File: config.mk
export PLATFORM = sky130hd
export DESIGN_NAME = mem_bist_initiator
export DESIGN_NICKNAME = d
export VERILOG_FILES = /design/src/rtl/mem_if_pkg.sv /design/src/rtl/mem_bist_initiator.sv
export SDC_FILE = /design/constraint.sdc
export NUM_CORES = 1
export LEC_CHECK = 0
export BUFFER_PORTS_ARGS = -buffer_cell sky130_fd_sc_hd__buf_2
export CORE_MARGIN = 8
export CORE_UTILIZATION = 40
export CTS_BUF_LIST = sky130_fd_sc_hd__clkbuf_4 sky130_fd_sc_hd__clkbuf_8 sky130_fd_sc_hd__clkbuf_16
export DETAILED_ROUTE_END_ITERATION = 8
export GPL_TIMING_DRIVEN = 0
export SLEW_MARGIN = 20
export SYNTH_ARGS = -nofsm -noshare
export SYNTH_HDL_FRONTEND = slang
export SYNTH_SLANG_ARGS = --single-unit
File: constraint.sdc
create_clock -name clk -period 12.55 [get_ports clk]
set_clock_uncertainty 0.2 [all_clocks]
set_input_delay 0.6275 -clock clk [delete_from_list [all_inputs] [get_ports clk]]
set_output_delay 0.6275 -clock clk [all_outputs]
set_load 0.01 [all_outputs]
File: src/rtl/mem_if_pkg.sv
// Shared definitions for the single-port valid/ready memory interface and its BIST initiator.
package mem_if_pkg;

  localparam int unsigned MEM_WIDTH = 32;
  localparam int unsigned MEM_ADDR  = 8;

  typedef enum logic [2:0] {
    ST_IDLE,
    ST_WR_REQ,
    ST_WR_WAIT,
    ST_RD_REQ,
    ST_RD_WAIT,
    ST_FINISH
  } bist_state_t;

  // Test pattern: seed plus zero-extended address; callers truncate to their data width.
  function automatic logic [63:0] bist_pattern(input logic [63:0] seed, input logic [63:0] addr);
    return seed + addr;
  endfunction

endpackage

File: src/rtl/mem_bist_initiator.sv
// Write/read-back BIST initiator: fills an address range with a seeded pattern,
// reads it back one transaction at a time and reports errors, first failing address and timeout.
module mem_bist_initiator
  import mem_if_pkg::*;
#(
  parameter int unsigned WIDTH   = MEM_WIDTH,
  parameter int unsigned ADDR    = MEM_ADDR,
  parameter int unsigned TIMEOUT = 16
) (
  input  logic             clk,
  input  logic             rst,
  input  logic             start,
  input  logic [ADDR-1:0]  base_addr,
  input  logic [ADDR:0]    length,
  input  logic [WIDTH-1:0] seed,
  output logic             busy,
  output logic             done,
  output logic             pass,
  output logic             timeout,
  output logic [ADDR:0]    err_count,
  output logic [ADDR-1:0]  first_err_addr,
  output logic             m_valid,
  output logic             m_wrbar,
  output logic [ADDR-1:0]  m_addr,
  output logic [WIDTH-1:0] m_wdata,
  input  logic             m_ready,
  input  logic [WIDTH-1:0] m_rdata
);

  localparam int unsigned LW  = ADDR + 1;
  localparam int unsigned TCW = $clog2(TIMEOUT + 1);

  bist_state_t r_state, w_next;

  logic [ADDR-1:0]  r_base;
  logic [LW-1:0]    r_len;
  logic [LW-1:0]    r_idx;
  logic [WIDTH-1:0] r_seed;
  logic [TCW-1:0]   r_tcnt;

  logic             w_wait;
  logic             w_last;
  logic             w_expire;
  logic             w_mismatch;
  logic [LW-1:0]    w_idx_inc;
  logic [ADDR-1:0]  w_addr_nxt;
  logic [TCW-1:0]   w_tcnt_inc;
  logic [WIDTH-1:0] w_expect;

  always_comb begin
    w_wait     = (r_state == ST_WR_WAIT) || (r_state == ST_RD_WAIT);
    w_last     = (r_idx == r_len - LW'(1));
    w_tcnt_inc = r_tcnt + TCW'(1);
    w_expire   = w_wait && !m_ready && (w_tcnt_inc >= TCW'(TIMEOUT));
    w_idx_inc  = r_idx + LW'(1);
    w_addr_nxt = r_base + w_idx_inc[ADDR-1:0];
    // m_addr holds the address of the outstanding read throughout RD_WAIT
    w_expect   = WIDTH'(bist_pattern(64'(r_seed), 64'(m_addr)));
    w_mismatch = (m_rdata != w_expect);
  end

  always_ff @(posedge clk) begin
    if (rst) r_state <= ST_IDLE;
    else     r_state <= w_next;
  end

  always_comb begin
    w_next = r_state;
    case (r_state)
      ST_IDLE:    if (start) w_next = (length == '0) ? ST_FINISH : ST_WR_REQ;
      ST_WR_REQ:  w_next = ST_WR_WAIT;
      ST_WR_WAIT: begin
        if (w_expire)     w_next = ST_FINISH;
        else if (m_ready) w_next = w_last ? ST_RD_REQ : ST_WR_REQ;
      end
      ST_RD_REQ:  w_next = ST_RD_WAIT;
      ST_RD_WAIT: begin
        if (w_expire)     w_next = ST_FINISH;
        else if (m_ready) w_next = w_last ? ST_FINISH : ST_RD_REQ;
      end
      ST_FINISH:  w_next = ST_IDLE;
      default:    w_next = ST_IDLE;
    endcase
  end

  // Request outputs are loaded from the next state so they are valid in the REQ cycle itself;
  // done trails FINISH by one edge.
  always_ff @(posedge clk) begin
    if (rst) begin
      busy           <= 1'b0;
      done           <= 1'b0;
      pass           <= 1'b0;
      timeout        <= 1'b0;
      err_count      <= '0;
      first_err_addr <= '0;
      m_valid        <= 1'b0;
      m_wrbar        <= 1'b0;
      m_addr         <= '0;
      m_wdata        <= '0;
      r_base         <= '0;
      r_len          <= '0;
      r_seed         <= '0;
      r_idx          <= '0;
      r_tcnt         <= '0;
    end else begin
      busy    <= (w_next != ST_IDLE);
      done    <= (r_state == ST_FINISH);
      m_valid <= (w_next == ST_WR_REQ) || (w_next == ST_RD_REQ);
      m_wrbar <= (w_next == ST_WR_REQ) || (w_next == ST_WR_WAIT);

      if (w_wait && !m_ready)
        r_tcnt <= w_tcnt_inc;
      else if ((r_state == ST_WR_REQ) || (r_state == ST_RD_REQ))
        r_tcnt <= '0;

      case (r_state)
        ST_IDLE: begin
          if (start) begin
            r_base         <= base_addr;
            r_len          <= length;
            r_seed         <= seed;
            r_idx          <= '0;
            err_count      <= '0;
            first_err_addr <= '0;
            timeout        <= 1'b0;
            pass           <= 1'b0;
            m_addr         <= base_addr;
            m_wdata        <= WIDTH'(bist_pattern(64'(seed), 64'(base_addr)));
          end
        end
        ST_WR_WAIT: begin
          if (w_expire) begin
            timeout <= 1'b1;
          end else if (m_ready) begin
            if (w_last) begin
              r_idx  <= '0;
              m_addr <= r_base;
            end else begin
              r_idx   <= w_idx_inc;
              m_addr  <= w_addr_nxt;
              m_wdata <= WIDTH'(bist_pattern(64'(r_seed), 64'(w_addr_nxt)));
            end
          end
        end
        ST_RD_WAIT: begin
          if (w_expire) begin
            timeout <= 1'b1;
          end else if (m_ready) begin
            if (w_mismatch) begin
              if (err_count == '0) first_err_addr <= m_addr;
              if (err_count != '1) err_count <= err_count + LW'(1);
            end
            r_idx  <= w_idx_inc;
            m_addr <= w_addr_nxt;
          end
        end
        ST_FINISH: pass <= (err_count == '0) && !timeout;
        default: ;
      endcase
    end
  end

endmodule

### Word-level counts from Yosys, hierarchy flattened

Index checks and enable logic that the tools add are counted.

| operators by class | value |
|---|---|
| add/subtract/negate cells | 8 |
| $lt $le $gt $ge | 1 |
| eq/ne operators | 21 |
| muxes and demuxes | 45 |
| reductions and logical operators | 27 |

Operators with widths:

| cell | count |
|---|---|
| $mux W32 | 4 |
| $add A32 B8 Y32 | 3 |
| $mux W9 | 10 |
| $mux W8 | 11 |
| $pmux W32 S2 | 1 |
| $ne A32 B32 Y1 | 1 |
| $pmux W9 S3 | 1 |
| $pmux W8 S3 | 1 |
| $mux W3 | 7 |
| $add A9 B1 Y9 const B | 2 |
| $logic_not A9 Y1 | 2 |
| $pmux W9 S2 | 1 |
| $reduce_and A6 Y1 | 3 |
| $pmux W8 S2 | 1 |
| $pmux W3 S5 | 1 |
| $ne A2 B2 Y1 const B | 7 |
| $eq A3 B2 Y1 const B | 4 |
| $mux W5 | 2 |
| $reduce_bool A2 Y1 | 5 |
| $eq A9 B9 Y1 | 1 |
| $ne A9 B9 Y1 const B | 1 |
| $sub A9 B1 Y9 const B | 1 |
| $add A8 B8 Y8 | 1 |
| $eq A3 B1 Y1 const B | 2 |
| 16 further kinds | 29 |

| storage, ports and cells | value |
|---|---|
| register bits | 129 |
| input bits | 85 |
| output and inout port bits | 63 |
| word-level logic and storage cells | 118 |

### Logic depth before layout (Yosys ltp)

Gate-level depths: netlist (run 1).

| logic depth | value |
|---|---|
| depth after elaboration | 8 |
| mapped depth | 18 |
| mapped depth without buffers | 17 |

### Worst setup path before layout (run 1)

Ideal clock, no wire load.

| timing | value |
|---|---|
| path kind | flip-flop to flip-flop |
| start | register r_idx[0] |
| end | register m_wdata[8] |
| setup time | 133 ps |
| arrival time | 3,653 ps |
| required time | 12,217 ps |
| setup slack | 8,564 ps |
| stages on the path, launching flop included | 13 |
| buffers on the path | 0 |
| period minus slack after synthesis | 3,986 ps |
| cell sequence | dfxtp_1 ha_1 fa_1 fa_1 a21o_1 a21oi_1 o21bai_1 a2111oi_1 or2_2 xnor2_1 nor2_1 a211oi_1 nor3_1 |

| on the way | value |
|---|---|
| longest elaborated chain between the ends | 7 |
| elaborated cells between the ends (all ways) | 10 |
| those cells by class | add/sub (3); eq/ne (2); mux (4); reduce/logical (1) |

Ends and longest elaborated chain:

| what | line | source |
|---|---|---|
| start: declaration | mem_bist_initiator.sv:37 | `logic [LW-1:0] r_idx;` |
| start signal: assignment | mem_bist_initiator.sv:139 | `r_idx <= w_idx_inc;` |
| start signal: assignment | mem_bist_initiator.sv:153 | `r_idx <= w_idx_inc;` |
| $add A9 B1 Y9 | mem_bist_initiator.sv:55 | `w_idx_inc = r_idx + LW'(1);` |
| $add A8 B8 Y8 | mem_bist_initiator.sv:56 | `w_addr_nxt = r_base + w_idx_inc[ADDR-1:0];` |
| $add A32 B8 Y32 | mem_if_pkg.sv:18 | `return seed + addr;` |
| $mux W32 | mem_bist_initiator.sv:135 | `if (w_last) begin` |
| $mux W32 | mem_bist_initiator.sv:134 | `end else if (m_ready) begin` |
| $mux W32 | mem_bist_initiator.sv:132 | `if (w_expire) begin` |
| $pmux W32 S2 | mem_bist_initiator.sv:116 | `case (r_state)` |
| end signal: assignment | mem_bist_initiator.sv:128 | `m_wdata <= WIDTH'(bist_pattern(64'(seed), 64'(base_addr)));` |
| end signal: assignment | mem_bist_initiator.sv:141 | `m_wdata <= WIDTH'(bist_pattern(64'(r_seed), 64'(w_addr_nxt)));` |
| end: declaration | mem_bist_initiator.sv:25 | `output logic [WIDTH-1:0] m_wdata,` |

Several ways; a longest one is shown, not always the timed one. The select of a mux whose other input is x is not followed.
A chain may end at the register's enable or synchronous reset.

### Worst setup path in the final report (run 1)

| timing | value |
|---|---|
| start | register r_idx[2] |
| end | register m_wdata[8] |

The elaborated chain is that of the path after synthesis.

==> qor.yml, run 1 <==
status: "complete, no violations"
initialDrtViolationCount: 691
vdd_drop_max_uv: 81.57
setup_tns_ns: 0
ys_ff_latch: 129
async_flop_share_pct: 0
setup_violations: 0
ctsResizeCount: 0
cts_buffer_depth: 2
synth.most_common_cell: "nand2_1"
yosysWarningCount: 0
maxCapViolations: 0
grt.total_usage_pct: 24.53
path_max_fanout: 8
core_um2: 21820
hold_viol_final: 0
path_buf_inv: 2
grt_pass1_vias: 8990
die-width_um: 165.2
crit_family: "compound AO/OA/AOI/OAI gates"
routed_wl_um: 33570
yosysTopAreaCell: "dfxtp_1"
grt_max_degree: 17
final_nets: 1471
start_util_pct: 40.80
synth.top_cell.area_share_pct: 29.01
rsz0062_at_grt: "no"
cts_setup_buffers: 0
dp_hpwl_um: 26720
syn_to_final_growth_pct: 19.94
synth_edf_count: 0
clock_latency_ns: 0.43
setup.worst_path.end_class: "flip-flop"
diodes: 0
leakagePower_nw: 4.287
die-area_um2: 27290
port_buffers: 147
cts_tree: "done"
synth_fp_nets: 1303
synth.avg_cell_area_um2: 7.565
drive_gt1_share_pct: 16.79
crit_slowest_cell: "a21oi_1"
tightestPinTransition_ns: 0.8377
place_congestion: 0.9598
grt_pass1_wl_um: 51160
fin_crit_ns: 4.598
synth.top_cells.by_count: "206 x nand2_1, 129 x a21oi_1, 129 x dfxtp_1"
synth_area_um2: 8904
io_pins: 148
netlist_instances: 1177
vias_per_cell: 5.711
worst-setup-path-type: "flip-flop to flip-flop"
cp_cell_sequence: "clkbuf_1 -> nand3_1 -> xnor2_1 -> ha_1 -> inv_1 -> nor2_1 -> nor2_1 -> o21bai_1 -> a21oi_1 -> xnor2_1 -> ha_1 -> or2_2 -> a21oi_1 -> or2_2 -> xnor2_1 -> nor2_1 -> a211oi_1 -> nor3_1"
die_h_um: 165.2
antenna_found_initial: 0
dr_total_vias: 9354
fill_cells: 2267
h-tree-depth: 4
path_clk_slew_ns: 0.06
clock-root-buffer: "clkbuf_16"
fin_crit_sh_pct: 36.64
cp.arrival_ns: 4.67
drv_slew: 0
synth_area_leaders: "dfxtp_1 29%, nand2_1 8.7%, xnor2_1 7.5%, a21oi_1 7.3%, ha_1 5.2%"
hold_buffers: 0
cts_made_buffers: 17
required_ns: 12.62
wire_per_inst_um: 20.49
route.detailed.drc: 0
gr-total-overflow: 0
final_util_pct: 48.93
synthFlopType: "dfxtp_1"
p_per_area_nw_per_um2: 125.5
relSlewSlack_pct: 43.56
yosysUniqueCellTypes: 79
ys_seq_area_share_pct: 29.01
hp-class: "primary input to flip-flop"
worst_setup_path_start_kind: "flip-flop"
drtAntennaViolNets: 0
rows: 54
clkSinkCount: 129
first_pass_iters: 7
slowest_delay_ns: 0.56
fmax_mhz: 217.5
[registers in the layout, indices dropped and copies added (netlist names)]
name	cells
r_len	9
first_err_addr	8
r_tcnt	5
m_addr	8
done	1
m_wrbar	1
busy	1
m_wdata	32
pass	1
r_idx	9
err_count	9
r_base	8
r_state	3
r_seed	32
m_valid	1
timeout	1
[final cells by class]
class	instances	area, um^2	share of cell area [%]
plain buffers	75	364.1	3.409
clock buffers	20	460.4	4.312
clock inverters	12	202.7	1.898
inverters	26	97.59	0.9139
multi-input cells	947	5869	54.96
flip-flops and latches	129	2582	24.18
well taps	280	350.3	3.281
repair buffers	149	752.0	7.042
[through the flow]
stage | instances | setup WS [ns] | hold slack (ns) | total power, W | instance area [um^2]
6_report | 1638 | 7.952 | 0.2496 | 0.001340 | 10680
5_1_grt | 1638 | 7.554 | 0.2463 | 0.001399 | 10680
4_1_cts | 1638 | 7.987 | 0.2431 | 0.001344 | 10680
3_5_place_dp | 1606 | 8.024 | 0.2425 | 0.0007800 | 10020
3_3_place_gp | 1604 | 7.560 | 0.2389 | 0.0007771 | 9990
2_1_floorplan | 1177 | 8.564 | 0.2408 | 0.0006606 | 8904
[tightest hold or removal path: stages]
cell and delay, ns:
buf_2 0.10, nand2_1 0.05, a21oi_1 0.05
[worst paths after layout]
check                                              start                       end  slack [ns]  depth (start not counted)
worst min-delay path                           length[1]     r_len[1]$_SDFFE_PP0P_        0.25                          3
worst min register to register  m_wdata[27]$_SDFFE_PP0P_  m_wdata[27]$_SDFFE_PP0P_        0.25                          2
worst max register to register     r_idx[2]$_SDFFE_PP0P_   m_wdata[8]$_SDFFE_PP0P_        7.95                         18
worst max-delay path               r_idx[2]$_SDFFE_PP0P_   m_wdata[8]$_SDFFE_PP0P_        7.95                         18
[logic make-up (layout without fill, tap and decap cells)]
| kind of cell | count (synthesis) | in the layout | synth area share (%) |
|---|---|---|---|
| buf+inv | 101 | 282 | 5.185 |
| compound gates | 298 | 298 | 21.40 |
| fa+ha+maj | 41 | 41 | 6.099 |
| mux | 3 | 3 | 0.3513 |
| xor+xnor | 128 | 128 | 12.59 |
| simple gates | 477 | 477 | 25.37 |
| flops | 129 | 129 | 29.01 |
[cells in the final DEF (no fill, tap or decap), drive strengths merged, types with 5 or more instances in the layout]
cell type,count
nand2,206
buf,160
a21oi,129
dfxtp,129
nor2,82
clkbuf,81
xnor2,76
xor2,52
nor3,43
o21ai,43
ha,37
nand3,37
nand4,28
o211ai,27
inv,27
and3,13
nor4,13
a21o,12
a211oi,10
nand2b,9
a221oi,8
or3,8
o31ai,8
or2,7
a31oi,7
a2111oi,7
a31o,5
o311ai,5
nand3b,5
bufinv,5
and4,5
clkinv,5
[routing by layer]
layer  GRT usage, %  routed length (um)
met1          31.31               14440
met2          39.39               15400
met3          5.206                2448
met4          10.40                1275
met5              0                   0
[report_power, final]
group          total (W)  internal (W)  switching, W
combinational   0.000310      0.000113      0.000198
sequential      0.000465      0.000438     0.0000268
clock           0.000565      0.000367      0.000198
total            0.00134      0.000918      0.000423
Note: power is estimated with default switching activity, not from simulation.
==> run 2: changes to the inputs <==
- clock period: 12.55 -> 4 ns (I/O delays scaled with it)
==> qor.yml, run 2 (synthesis gave the netlist of run 1 again) <==
hp-start: "m_ready"  # was length[1]
route.detailed.drc: 0  # unchanged
cts_made_buffers: 17  # unchanged
worstRegToRegCells: 17  # was 18
io_pins: 148  # unchanged
leakagePower_nw: 4.583  # was 4.287 nW
core_um2: 21820  # unchanged
p_per_area_nw_per_um2: 374.0  # was 125.5 nW/um^2
r2r_slack_ns: 0.07  # was 7.95 ns
gr-total-overflow: 0  # unchanged
min_path_cells: 4  # was 3
fin_crit_sh_pct: 98.14  # was 36.64%
cp.arrival_ns: 4.00  # was 4.67 ns
mostFrequentLayoutCells: "205 x nand2_1, 155 x buf_2, 125 x dfxtp_1, 122 x a21oi_1, 79 x nor2_1"  # was 206 x nand2_1, 156 x buf_2, 129 x a21oi_1, 129 x dfxtp_1, 81 x nor2_1
finalWorstSetupSlack_ns: 0.07443  # was 7.952 ns
grt_max_degree: 17  # unchanged
required_ns: 4.07  # was 12.62 ns
antenna_found_initial: 0  # unchanged
path_clk_slew_ns: 0.06  # about the same
dp_slack_ns: -0.5258  # was 8.024 ns
worst-setup-path-type: "flip-flop to flip-flop"  # unchanged
hp-class: "primary input to flip-flop"  # unchanged
reg.largest.list: "m_wdata (32), r_seed (32)"  # unchanged
fill_cells: 2179  # was 2,267
holdPathEnd: "r_state[1]$_SDFF_PP0_"  # was r_len[1]$_SDFFE_PP0P_
diodes: 0  # unchanged
cts_tree: "done"  # unchanged
drive_gt1_share_pct: 19.08  # was 16.79%
rsz0062_at_grt: "yes"  # was no
final_nets: 1523  # was 1,471
setup_violations: 0  # unchanged
vias_per_cell: 5.660  # was 5.711
final_common_cell: "nand2_1"  # unchanged
place_congestion: 0.9598  # unchanged
syn_to_final_growth_pct: 28.33  # was 19.94%
fin_crit_ns: 3.926  # was 4.598 ns
tightestPinTransition_ns: 0.8203  # was 0.8377 ns
drv_slew: 0  # unchanged
wire_per_inst_um: 20.32  # was 20.49 um
die-width_um: 165.2  # unchanged
grt_pass1_vias: 9238  # was 8,990
power_w: 0.004273  # was 0.001340 W
clock_latency_ns: 0.42  # was 0.43 ns
clock-root-buffer: "clkbuf_16"  # unchanged
status: "complete, no violations"  # unchanged
port_buffers: 147  # unchanged
dp_hpwl_um: 26720  # unchanged
die-area_um2: 27290  # unchanged
clkSinkCount: 129  # unchanged
grt.total_usage_pct: 24.99  # was 24.53%
dr_total_vias: 9565  # was 9,354
rows: 54  # unchanged
h-tree-depth: 4  # unchanged
routed_wl_um: 34350  # was 33,570 um
die_h_um: 165.2  # unchanged
maxCapViolations: 0  # unchanged
relSlewSlack_pct: 44.74  # was 43.56%
fmax_mhz: 254.7  # was 217.5 MHz
setup.worst_path.end_class: "flip-flop"  # unchanged
start_util_pct: 40.80  # unchanged
r2r_start: "r_idx[0]$_SDFFE_PP0P_"  # was r_idx[2]$_SDFFE_PP0P_
initialDrtViolationCount: 632  # was 691
drtAntennaViolNets: 0  # unchanged
first_pass_iters: 5  # was 7
grt_pass1_wl_um: 52300  # was 51,160 um
path_max_fanout: 7  # was 8
hold_viol_final: 0  # unchanged
worst_setup_path_start_kind: "flip-flop"  # unchanged
vdd_drop_max_uv: 256.1  # was 81.57 uV
cts_buffer_depth: 2  # unchanged
rr_endpoint: "m_wdata[20]$_SDFFE_PP0P_"  # was m_wdata[8]$_SDFFE_PP0P_
run 2: cell types whose count changed in the layout (fill, tap and decap cells not counted), sizes merged:
cell         delta
dlygate4sd3    +50
buf             +5
clkbuf          -3
run 2: per-stage QoR:
step | utilization [%] | hold WS (ns) | TNS, ns | area [um^2] | std cells
after floorplan | - | 0.1360 | 0 | 8904 | 1177
after CTS | 52.01 | 0.1803 | 0 | 11350 | 1692
after detailed placement | 45.90 | 0.2425 | -9.264 | 10020 | 1606
final | 52.36 | 0.1979 | 0 | 11430 | 1690
after global placement | 45.77 | 0.2389 | -14.79 | 9990 | 1604
after global routing | 52.36 | 0.2504 | -0.2972 | 11430 | 1690
run 2: worst max-delay path by stage:
| stage | startpoint | slack, ns | to |
|---|---|---|---|
| final | r_idx[0]$_SDFFE_PP0P_ | 0.07 | m_wdata[20]$_SDFFE_PP0P_ |
| after global routing | r_idx[1]$_SDFFE_PP0P_ | -0.07 | m_wdata[24]$_SDFFE_PP0P_ |
| after CTS | r_idx[0]$_SDFFE_PP0P_ | 0.003 | m_wdata[24]$_SDFFE_PP0P_ |
| after detailed placement | r_idx[2]$_SDFFE_PP0P_ | -0.53 | m_wdata[8]$_SDFFE_PP0P_ |
| after global placement | r_idx[2]$_SDFFE_PP0P_ | -0.99 | m_wdata[8]$_SDFFE_PP0P_ |
| after floorplan | r_idx[0]$_SDFFE_PP0P_ | 0.01 | m_wdata[8]$_SDFFE_PP0P_ |
run 2: cell type report:
type	count	area, um^2	share of cell area [%]
flip-flops and latches	129	2590	22.67
inverters	26	97.59	0.8541
well taps	280	350.3	3.066
multi-input cells	947	6070	53.12
clock buffers	20	460.4	4.030
clock inverters	12	202.7	1.774
plain buffers	72	362.8	3.176
repair buffers	204	1292	11.31
run 2: where the power goes:
part	internal, W	switching [W]	total [W]
clock network	0.00115	0.000623	0.00177
registers	0.00137	0.0000846	0.00146
logic	0.000401	0.000640	0.00104
run 2: worst max-delay path: stages, from the launching register on:
cell and delay [ns]:
dfxtp_4 0.37, ha_4 0.18, xor2_1 0.14, ha_2 0.41
a21oi_2 0.09, o21bai_1 0.18, a21oi_2 0.11, o21ai_0 0.28
xnor2_1 0.16, buf_4 0.15, ha_2 0.26, a2111oi_4 0.06
buf_4 0.18, nor3_1 0.33, nand2_1 0.15, xnor2_2 0.19
o211ai_1 0.24, a21oi_1 0.10
run 2: what timing repair did:
item,4_1_cts,5_1_grt
resized for setup,30,17
setup buffers,5,0
hold buffers,50,0
endpoints found under the hold margin,59,0
pin swaps,5,6
endpoints found under the setup margin,32,31
run 2: layer usage:
metal | routed length [um] | part of all wire (%) | track usage (%)
met3 | 2364 | 6.9 | 4.586
met4 | 1370 | 4.0 | 11.63
met1 | 14660 | 43 | 31.69
met2 | 15950 | 46 | 40.46
met5 | 0 | 0 | 0
==> run 3: changes to the inputs <==
- PLACE_DENSITY_LB_ADDON: not set -> 0.1
==> qor.yml, run 3 (synthesis gave the netlist of run 1 again) <==
initialDrtViolationCount: 863  # was 632
place_congestion: 0.9340  # was 0.9598
hp-class: "primary input to flip-flop"  # unchanged
mostFrequentLayoutCells: "205 x nand2_1, 155 x buf_2, 126 x dfxtp_1, 123 x a21oi_1, 79 x nor2_1"  # was 205 x nand2_1, 155 x buf_2, 125 x dfxtp_1, 122 x a21oi_1, 79 x nor2_1
worst-setup-path-type: "flip-flop to flip-flop"  # unchanged
clkSinkCount: 129  # unchanged
setup.worst_path.end_class: "flip-flop"  # unchanged
finalWorstSetupSlack_ns: 0.1049  # was 0.07443 ns
clock_latency_ns: 0.43  # was 0.42 ns
start_util_pct: 40.80  # unchanged
grt_pass1_vias: 9090  # was 9,238
hold_ws_ns: 0.2012  # was 0.1979 ns
cts_tree: "done"  # unchanged
antenna_found_initial: 0  # unchanged
die-area_um2: 27290  # unchanged
setup_violations: 0  # unchanged
cp_cell_sequence: "ha_4 -> ha_1 -> a21o_1 -> a21oi_2 -> o21bai_1 -> a21oi_2 -> xnor2_2 -> ha_2 -> o21ai_0 -> nand2b_1 -> a31o_2 -> a21oi_4 -> buf_8 -> nor3_1 -> xor2_1 -> o211ai_1 -> a21oi_1"  # was ha_4 -> xor2_1 -> ha_2 -> a21oi_2 -> o21bai_1 -> a21oi_2 -> o21ai_0 -> xnor2_1 -> buf_4 -> ha_2 -> a2111oi_4 -> buf_4 -> nor3_1 -> nand2_1 -> xnor2_2 -> o211ai_1 -> a21oi_1
final_nets: 1526  # was 1,523
clock-root-buffer: "clkbuf_16"  # unchanged
tightestPinTransition_ns: 0.7496  # was 0.8203 ns
dp_hpwl_um: 26480  # was 26,720 um
vdd_drop_max_uv: 324.7  # was 256.1 uV
first_pass_iters: 5  # unchanged
diodes: 0  # unchanged
path_max_fanout: 10  # was 7
core_um2: 21820  # unchanged
route.detailed.drc: 0  # unchanged
routed_wl_um: 34240  # was 34,350 um
cts_buffer_depth: 2  # unchanged
p_sw_w: 0.001359  # was 0.001347 W
rsz0062_at_grt: "yes"  # unchanged
syn_to_final_growth_pct: 27.33  # was 28.33%
pwr-share-comb_pct: 25.3  # was 24.4%
gr-total-overflow: 0  # unchanged
clkPwrFrac_pct: 39.0  # was 41.5%
seq_power_share_pct: 35.7  # was 34.2%
io_pins: 148  # unchanged
status: "complete, no violations"  # unchanged
internal_power_w: 0.002748  # was 0.002926 W
switching_share_pct: 33.09  # was 31.52%
r2r_slack_ns: 0.10  # was 0.07 ns
relSlewSlack_pct: 49.84  # was 44.74%
fill_cells: 2176  # was 2,179
cts_made_buffers: 17  # unchanged
fin_crit_sh_pct: 97.38  # was 98.14%
drv_slew: 0  # unchanged
die_h_um: 165.2  # unchanged
fmax_mhz: 256.7  # was 254.7 MHz
rows: 54  # unchanged
placedCellCount: 1606  # unchanged
hold_viol_final: 0  # unchanged
slowest_delay_ns: 0.37  # was 0.41 ns
required_ns: 4.09  # was 4.07 ns
p_per_area_nw_per_um2: 362.3  # was 374.0 nW/um^2
crit_slowest_cell: "dfxtp_4"  # was ha_2
wire_per_inst_um: 20.22  # was 20.32 um
grt.total_usage_pct: 24.96  # was 24.99%
dp_slack_ns: -0.6494  # was -0.5258 ns
final_common_cell: "nand2_1"  # unchanged
die-width_um: 165.2  # unchanged
cp.arrival_ns: 3.98  # was 4.00 ns
grt_pass1_wl_um: 52260  # was 52,300 um
vias_per_cell: 5.647  # was 5.660
drive_gt1_share_pct: 18.90  # was 19.08%
reg.largest.list: "m_wdata (32), r_seed (32)"  # unchanged
maxCapViolations: 0  # unchanged
dr_total_vias: 9561  # was 9,565
drtAntennaViolNets: 0  # unchanged
crit_path_frequent_cell: "a21oi_2"
path_clk_slew_ns: 0.06  # about the same
worst_setup_path_start_kind: "flip-flop"  # unchanged
fin_crit_ns: 3.895  # was 3.926 ns
grt_max_degree: 17  # unchanged
port_buffers: 147  # unchanged
h-tree-depth: 4  # unchanged
leakagePower_nw: 4.539  # was 4.583 nW
final_cells: 1693  # was 1,690
-- run 3: changes by cell type in the layout (fill, tap and decap cells not counted), sizes merged --
cell / change
inv: -1
clkinv: -1
buf: +3
clkbuf: +3
bufinv: -3
clkinvlp: +2
-- run 3: final timing paths --
path / cells after the start / to / from
min reg2reg: 2 / m_wdata[24]$_SDFFE_PP0P_ / m_wdata[24]$_SDFFE_PP0P_
max reg2reg: 17 / m_wdata[19]$_SDFFE_PP0P_ / r_idx[0]$_SDFFE_PP0P_
max: 17 / m_wdata[19]$_SDFFE_PP0P_ / r_idx[0]$_SDFFE_PP0P_
min: 4 / r_state[1]$_SDFF_PP0_ / m_ready
-- run 3: critical path: cells and delay by family, from the launching register on --
| family | cells | cell delay [ns] |
|---|---|---|
| flip-flops | 1 | 0.37 |
| AND/OR/NAND/NOR | 2 | 0.15 |
| buffers and inverters | 1 | 0.17 |
| AO/OA/AOI/OAI | 9 | 1.70 |
| XOR/XNOR | 2 | 0.33 |
| adder cells (fa/ha/maj) | 3 | 0.85 |
-- run 3: repair_timing --
| action | in CTS | in global routing |
|---|---|---|
| pin swaps | 8 | 6 |
| endpoints found under the hold margin | 61 | 0 |
| resized for setup | 23 | 20 |
| hold buffers | 50 | 0 |
| buffers inserted | 4 | 3 |
| setup endpoints to repair | 32 | 37 |
-- run 3: power groups by stage --
stage	clock, W	combinational [W]	sequential (W)
CTS	0.00162	0.00102	0.00146
detailed placement	0	0.000962	0.00149
finish	0.00160	0.00104	0.00147
global route	0.00167	0.00114	0.00147
global placement	0	0.000957	0.00149
floorplan	0	0.000593	0.00148
-- run 3: metrics by stage --
stage          utilization (%)  cell area [um^2]  total power, W  setup TNS, ns
2_1_floorplan                -              8904        0.002073              0
3_3_place_gp             45.77              9990        0.002445         -16.62
3_5_place_dp             45.88             10010        0.002452         -10.39
4_1_cts                  51.48             11230        0.004104              0
5_1_grt                  51.95             11340        0.004284              0
6_report                 51.95             11340        0.004107              0
-- run 3: metal layers --
layer	vias up	GRT usage, %	part of all wire (%)
li1	4652	-	-
met1	4502	35.29	47
met2	360	38.18	44
met3	47	4.412	7.6
met4	0	6.880	1.8
met5	-	0	0
-- run 3: cell type report --
cell class,instances,area [um^2],share of cell area (%)
buffer,73,367.9,3.245
clock buffer,23,483.0,4.260
clock inverter,9,106.4,0.9381
inverter,26,97.59,0.8608
multi-input combinational,947,6037,53.25
sequential,129,2591,22.86
tap,280,350.3,3.090
timing repair buffer,206,1304,11.50
